==> config.mk <==
export PLATFORM = sky130hd
export DESIGN_NAME = hazard_stall_unit
export DESIGN_NICKNAME = d
export VERILOG_FILES = /design/src/rtl/hazard_stall_unit.sv
export SDC_FILE = /design/constraint.sdc
export NUM_CORES = 1
export LEC_CHECK = 0
export ABC_AREA = 1
export CAP_MARGIN = 10
export CORE_MARGIN = 2
export CORE_UTILIZATION = 38
export CTS_CLUSTER_SIZE = 24
export DETAILED_ROUTE_END_ITERATION = 8
export PLACE_DENSITY = 0.8
export SLEW_MARGIN = 40
export SYNTH_ARGS = -nofsm -noshare
export SYNTH_HDL_FRONTEND = slang
export SYNTH_SLANG_ARGS = --single-unit
==> constraint.sdc <==
create_clock -name clk -period 1.5 [get_ports clk]
set_input_delay 0.375 -clock clk [delete_from_list [all_inputs] [get_ports clk]]
set_output_delay 0.375 -clock clk [all_outputs]
set_load 0.01 [all_outputs]
==> src/rtl/hazard_stall_unit.sv <==
// Pipeline stall/flush controller: load-use, multi-cycle mult/div occupancy and taken-branch squash.
// Optional HAZARD_PERF_EN adds saturating stall_count / flush_count performance counters.
module hazard_stall_unit #(
   parameter int MD_LATENCY = 4,
   parameter int CNT_W      = 4
) (
   input  logic       clk,
   input  logic       rst,
   input  logic [4:0] rs_num_ID,
   input  logic [4:0] rt_num_ID,
   input  logic       uses_rs_ID,
   input  logic       uses_rt_ID,
   input  logic       mem_read_EX,
   input  logic [4:0] rt_num_EX,
   input  logic       md_start_EX,
   input  logic       branch_taken_EX,
   output logic       stall_IF,
   output logic       stall_ID,
   output logic       stall_EX,
   output logic       flush_ID,
   output logic       flush_EX,
   output logic       flush_MEM,
   output logic       md_busy
`ifdef HAZARD_PERF_EN
   ,
   output logic [31:0] stall_count,
   output logic [31:0] flush_count
`endif
);

   typedef enum logic {RUN, MD_WAIT} state_t;

   state_t           state, state_n;
   logic [CNT_W-1:0] md_cnt, md_cnt_n;
   logic             md_hit;
   logic             load_use;

   always_ff @(posedge clk) begin
      if (rst) begin
         state  <= RUN;
         md_cnt <= '0;
      end else begin
         state  <= state_n;
         md_cnt <= md_cnt_n;
      end
   end

   // md_start_EX stays high on the release cycle (same instruction), so RUN is only re-entered then.
   assign md_hit = ((state == RUN) && md_start_EX) || ((state == MD_WAIT) && (md_cnt != '0));

   assign load_use = mem_read_EX && (rt_num_EX != 5'd0) &&
                     ((uses_rs_ID && (rs_num_ID == rt_num_EX)) ||
                      (uses_rt_ID && (rt_num_ID == rt_num_EX)));

   always_comb begin
      state_n  = state;
      md_cnt_n = md_cnt;
      case (state)
         RUN: begin
            if (md_start_EX) begin
               state_n  = MD_WAIT;
               md_cnt_n = CNT_W'(MD_LATENCY - 2);
            end
         end
         MD_WAIT: begin
            if (md_cnt != '0) md_cnt_n = md_cnt - CNT_W'(1);
            else              state_n  = RUN;
         end
         default: begin
            state_n  = RUN;
            md_cnt_n = '0;
         end
      endcase
   end

   always_comb begin
      stall_IF  = 1'b0;
      stall_ID  = 1'b0;
      stall_EX  = 1'b0;
      flush_ID  = 1'b0;
      flush_EX  = 1'b0;
      flush_MEM = 1'b0;
      md_busy   = 1'b0;
      if (!rst) begin
         if (md_hit) begin
            stall_IF  = 1'b1;
            stall_ID  = 1'b1;
            stall_EX  = 1'b1;
            flush_MEM = 1'b1;
            md_busy   = 1'b1;
         end else if (branch_taken_EX) begin
            flush_ID = 1'b1;
            flush_EX = 1'b1;
         end else if (load_use) begin
            stall_IF = 1'b1;
            stall_ID = 1'b1;
            flush_EX = 1'b1;
         end
      end
   end

`ifdef HAZARD_PERF_EN
   always_ff @(posedge clk) begin
      if (rst) begin
         stall_count <= '0;
         flush_count <= '0;
      end else begin
         if (stall_IF && (stall_count != '1)) stall_count <= stall_count + 32'd1;
         if (flush_ID && (flush_count != '1)) flush_count <= flush_count + 32'd1;
      end
   end
`endif

endmodule

==> results of run 1 <==
[layout by cell type, fill, tap and decap left out, types with 2 or more instances in the layout]
master | Yosys | final
dfxtp_1 | 5 | 3
inv_1 | 17 | 14
nand2_1 | 35 | 31
nand3_1 | 6 | 5
nand2_2 | 2 | 4
clkbuf_2 | 0 | 4
nor2_2 | 2 | 3
o21ai_1 | 1 | 2
dfxtp_2 | 0 | 2
clkbuf_4 | 0 | 3
nand3_2 | 1 | 2
nor2_1 | 11 | 10
dlygate4sd2_1 | 0 | 12
inv_2 | 8 | 10
clkdlybuf4s50_1 | 0 | 2
clkdlybuf4s15_1 | 0 | 2
nand2_4 | 1 | 3
buf_6 | 0 | 6
buf_2 | 0 | 3
buf_4 | 3 | 16
a21oi_1 | 3 | 3
[metrics by stage]
step | utilization | power [mW] | setup TNS, ns | std cells | cell area, sq um
6_report | 0.738 | 0.651 | -1.45 | 163 | 985
5_1_grt | 0.738 | 0.694 | -1.93 | 163 | 985
4_1_cts | 0.707 | 0.611 | -1.30 | 161 | 943
3_5_place_dp | 0.681 | 0.456 | -5.12 | 153 | 908
3_3_place_gp | 0.681 | 0.448 | -5.05 | 153 | 908
2_1_floorplan | - | 0.305 | -0.0720 | 102 | 549
[power by group]
group / internal (mW) / total [mW] / switching, mW / leakage (nW)
Combinational: 0.174 / 0.331 / 0.157 / 0.533
Sequential: 0.150 / 0.159 / 0.00923 / 0.0419
Clock: 0.101 / 0.162 / 0.0606 / 0.0150
Total: 0.425 / 0.651 / 0.226 / 0.590
[worst max-delay path, stage by stage]
cell and delay [ns]:
dlygate4sd2_1 0.24, nand2_1 0.06, nand2_1 0.05, nor2_1 0.14, nand3_1 0.12, nand2_2 0.09, nand3_1 0.07, nand2_1 0.07
buf_2 0.12
[cell usage after synthesis, types with 2 or more instances]
cell / instances
nand2_1: 35
inv_1: 17
nor2_1: 11
inv_2: 8
nand3_1: 6
dfxtp_1: 5
a21oi_1: 3
buf_4: 3
ha_1: 2
nand2_2: 2
nor2_2: 2
[registers in the layout, indices dropped and copies added (netlist names)]
signal,count
md_cnt,4
state,1
[kinds of logic after synthesis]
kind of cell    synth area share
compound gates            0.0683
flops                      0.182
fa+ha+maj                 0.0456
buf+inv                    0.212
simple gates               0.492
[worst max-delay path by stage]
stage / from / slack (ns) / to / cells after the start
floorplan: md_cnt[0] / -0.03 / stall_IF / 8
global placement: rt_num_EX[4] / -0.88 / stall_ID / 10
detailed placement: rt_num_EX[4] / -0.89 / stall_IF / 10
CTS: md_cnt[1] / -0.19 / flush_EX / 9
global route: rt_num_ID[4] / -0.29 / stall_ID / 10
finish: rt_num_ID[4] / -0.22 / flush_EX / 9
[layout make-up]
cell class	count	area [sq um]
multi-input combinational	69	373
tap	15	18.8
sequential	5	103
fill	133	349
clock buffer	4	26.3
inverter	25	96.3
timing repair buffer	45	368
[metal layers]
metal,vias to the layer above,track usage,part of all wire
met5,-,0,0
met4,0,0.0750,0.011
met3,2,0.0345,0.069
met2,24,0.363,0.55
met1,315,0.161,0.37
li1,390,-,-
[repair_timing]
item,CTS,global route
pin swaps,19,10
endpoints found under the setup margin,7,7
resized for setup,66,17
setup buffers,4,2
cloned,0,0
==> metrics, run 1 <==
pin count of the biggest net entering global routing=7; fmax=581 MHz; r2r setup slk=0.10 ns; Routed WL per cell=9.90 microns; static leakage=0.590 nW; Final setup viols=7; ys async rst share=0; layout cells sized above 1=0.405; clk root buf=clkbuf_4; area fraction of the dominant cell type after synthesis=0.239; Syn Nets=126; clk_skew=0.00740 ns; worst r2r src=md_cnt[0]; H-Tree Level Count=1; Detail Placement HPWL=1210 microns; mapped cell area=549 sq um; hold violation count in the final report=0; min-delay worst type=reg -> reg; initial core utilization=0.412; Mapped Avg Cell Area=5.39 sq um; Post-Place Setup Slack=-0.893 ns; post-layout min period=1.72 ns; Slew @ Worst Pin=0.254 ns; Synth Flop Type=dfxtp_1; Yosys top cell by area=nand2_1; largest cells by area after synthesis=nand2_1 24%, dfxtp_1 18%, inv_1 12%; worst vdd ir=0.275 mV; FF-to-FF path depth=10; hold slack final=0.514 ns; reg-to-reg endpoint=md_cnt[3]; CP Class=in -> out; failing checks=setup timing; row cnt=13; initial antenna violation count=0; Layout area overhead=79.3%; Slew Viols, Final=0; Slew headroom=0.829; Tot GR Track Use=0.176; clock buffer depth=2; post-synth cell types=19; cells after synthesis=102; YS warnings=0; CTS tree=yes; first-pass GRT wire length=2410 microns; worst skew pair latency=0.25 ns; Crit path required time=1.12 ns; Min-Delay Endpoint=md_cnt[3]; WP data arrival=1.35 ns; startpoint types=input pin; CTS Buf Count=3; die footprint=1770 sq um; number of synthesized register bits=5; Vias/cell=4.48; final WL=1610 microns; Chip Height=42.0 microns; EDFF count, synth=0; Pre-antenna DRT Iters=4; peak fanout along the critical path=2; core area=1330 sq um; DRT antenna net count=0; vias in the first global route=678; status=finished with violations; chip width=42.0 microns; Top-Level Pins=29; Hold Path Cell Cnt=2; drt drc=0; Final WS setup=-0.221 ns; Antenna Cells=0; initial detailed-routing violation count=11; vias=731; CTS clock-pin slew for the worst setup and hold paths=0.04 ns; CTS Sinks=5; sequential element share of the synthesized area=0.182; period utilization=1.15; CTS Hold Buffers Added=0; pwr/cell area=662 nW/um^2; global route overflow=0; Layout Nets=173; RSZ-0062 raised after global routing=yes; Port Buffer Count=28; Worst setup EP type=output pin; GPL Wtd Cong=0.798; Max-Cap Viols=0; HP Start=md_cnt[3]
(Power assumes the default switching activity.)
==> inputs of run 2 (changes only) <==
Settings changed: ABC_AREA 1 to default, CORE_AREA from default to 2 2 39 41, CORE_MARGIN 2 to default, CORE_UTILIZATION 38 to default, DIE_AREA from default to 0 0 41 43, DONT_BUFFER_PORTS from default to 1, PLACE_DENSITY 0.8 to 0.49.
==> run 2 against run 1 <==
Effect of this change:
- highest routed layer is now met3
- clock skew is 0.0028 ns lower
- the run still ends with setup timing left
- clock-buffer cell count shrank 1
- critical path type is now reg -> out
- sequential power down 6%
- utilization decreased by 30 points
- wire length down 44%
==> metrics, run 2 <==
layout cells sized above 1=0.462 (+0.0561); Flop pwr share=0.306 (+0.062); Pre-antenna DRT Iters=2 (-2); Largest Register=md_cnt; clock buffer depth=2 (unchanged); Synth Flop Type=dfxtp_1; CP delay by family, top=simple AND/OR/NAND/NOR gates; pwr/cell area=805 nW/um^2 (+22%); Comb power frac=0.376 (-0.132); Vias/cell=4.90 (+9.3%); static leakage=0.246 nW (-58%); commonest non-fill, non-tap cell in the layout=buf_4; Mapped Avg Cell Area=8.52 sq um (+58%); Post-Place Setup Slack=-0.255 ns (+0.638 ns); status=finished with violations; Top-Level Pins=29 (unchanged); EDFF count, synth=0 (unchanged); Port Buffer Count=0 (-100%); initial detailed-routing violation count=5 (-6); CP peak stage delay=0.39 ns (+0.15 ns); CTS Buf Count=3 (unchanged); period utilization=1.32 (+0.169); area fraction of the dominant cell type after synthesis=0.226 (-0.0132); row cnt=14 (+1); top cells by count, synth=9 x xor2_1, 5 x dfxtp_1, 3 x buf_4, 3 x inv_1, 3 x nor2_1; Final setup viols=9 (+2); Antenna Cells=0 (unchanged); post-layout min period=1.97 ns (+0.253 ns); global route overflow=0 (unchanged); ys async rst share=0 (unchanged); Crit path required time=1.12 ns (about the same); Routed WL per cell=11.1 microns (+12%); Final WS setup=-0.474 ns (-0.253 ns); chip width=41 microns (-2.4%); FF-to-FF path depth=8 (-2); hold violation count in the final report=0 (unchanged); Slew headroom=0.648 (-0.182); worst vdd ir=0.331 mV (+20%); cells after synthesis=52 (-49%); peak fanout along the critical path=4 (+2); most frequent cells in the layout=13 x buf_4, 9 x xor2_1, 4 x dfxtp_1; TNS Setup=-3.18 ns (-1.72 ns); failing checks=setup timing; sequential element share of the synthesized area=0.226 (+0.0438); Layout area overhead=37.9%; Layout Nets=90 (-48%); CTS tree=yes; Sw Share=0.300 (-0.0473); worst skew pair latency=0.24 ns (about the same); CP Class=reg -> out; pin count of the biggest net entering global routing=11 (+4); YS warnings=0 (unchanged); WP data arrival=1.60 ns (+0.25 ns); initial core utilization=0.320 (-0.0917); DRT antenna net count=0 (unchanged); CTS Hold Buffers Added=0 (unchanged); Max-Cap Viols=0 (unchanged); Slew @ Worst Pin=0.528 ns (+0.274 ns); post-synth cell types=28 (+9); drt drc=0 (unchanged); Bufs and invs on worst path=1 (-1); CTS Sinks=5 (unchanged); RSZ-0062 raised after global routing=yes; slowest stage cell, crit path=or3b_4; CTS clock-pin slew for the worst setup and hold paths=0.05 ns (about the same); core area=1380 sq um (+3.8%); most frequent cell after synthesis=xor2_1; Clk pwr share=0.318 (+0.070); clk root buf=clkbuf_4; Chip Height=43 microns (+2.3%); fmax=506 MHz (-13%); biggest regs=md_cnt x4, state x1; internal power=0.344 mW (-19%); Slew Viols, Final=0 (unchanged); vias=397 (-46%); final WL=897 microns (-44%); die footprint=1760 sq um (-0.15%); number of synthesized register bits=5 (unchanged); H-Tree Level Count=1 (unchanged); GPL Wtd Cong=0.649 (-19%); mapped cell area=443 sq um (-19%); vias in the first global route=387 (-43%); clk_skew=0.00459 ns (-0.00281 ns); Yosys top cell by area=dfxtp_1; WP depth=6 (-3); first-pass GRT wire length=1550 microns (-36%); min-delay worst type=in -> reg; Hold Path Cell Cnt=1 (-1); fill cell count=138 (+3.8%); Tot GR Track Use=0.132 (-0.0440); number of flip-flops under the largest register name=4 (unchanged); largest cells by area after synthesis=dfxtp_1 23%, xor2_1 18%, ha_1 5.6%; Worst setup EP type=output pin; initial antenna violation count=0 (unchanged); cell breakdown of the critical path=inv_2, ha_1, or3b_4, a21oi_4, nand2b_1, o31ai_4; startpoint types=flip-flop; Syn Nets=76 (-40%); sw power=0.148 mW (-35%)
==> run 2: changes by cell type after synthesis, sizes merged, moves of 2 or more <==
cell   change
nor4       +2
xnor2      +2
nand3      -6
nor2      -10
xor2       +9
and2       +2
or3        +2
nand2     -38
inv       -22
==> run 2: kinds of logic after synthesis <==
family,share of synthesized area
simple gates,0.234
xor+xnor,0.218
compound gates,0.158
buf+inv,0.0847
flops,0.226
fa+ha+maj,0.0565
mux,0.0226
==> run 2: path summary, 6_finish.rpt <==
path | startpoint | endpoint | slack, ns
worst max-delay path | md_cnt[0] | flush_EX | -0.47
worst min-delay path | rst | md_cnt[1] | 0.19
worst max register to register | md_cnt[0] | md_cnt[3] | -0.09
worst min register to register | md_cnt[3] | md_cnt[3] | 0.55
==> run 2: timing repair <==
action | in CTS | in global routing
gates cloned | 0 | 0
endpoints found under the setup margin | 10 | 12
resized for setup | 4 | 1
pin swaps | 2 | 2
endpoints found under the hold margin | 0 | 0
buffers inserted | 0 | 0
==> run 2: stage by stage <==
stage / power, mW / util / cell area (sq um) / hold slack [ns] / instances
after CTS: 0.499 / 0.438 / 606 / 0.181 / 81
after floorplan: 0.271 / - / 463 / 0.439 / 52
final: 0.491 / 0.441 / 611 / 0.190 / 81
after detailed placement: 0.323 / 0.401 / 554 / 0.452 / 77
after global routing: 0.537 / 0.441 / 611 / 0.170 / 81
after global placement: 0.322 / 0.401 / 554 / 0.450 / 77
==> run 2: layout make-up <==
type | instances | area, sq um | share of cell area
clock buffers | 3 | 22.5 | 0.0369
clock inverters | 1 | 5.00 | 0.00820
inverters | 3 | 11.3 | 0.0184
multi-input cells | 40 | 353 | 0.578
flip-flops and latches | 5 | 101 | 0.166
well taps | 16 | 20.0 | 0.0328
repair buffers | 13 | 97.6 | 0.160
==> run 2: power groups by stage <==
stage	sequential [mW]	combinational (mW)	clock [mW]
final	0.150	0.185	0.156
after detailed placement	0.153	0.170	0
after global placement	0.153	0.169	0
after floorplan	0.156	0.115	0
after global routing	0.151	0.209	0.177
after CTS	0.150	0.185	0.164
==> run 2: layer usage <==
layer  vias up  part of all wire  track usage
met4         0                 0       0.0400
met1       173              0.40        0.167
met5         -                 0            0
met2        18              0.50        0.188
li1        206                 -            -
met3         0              0.10       0.0681
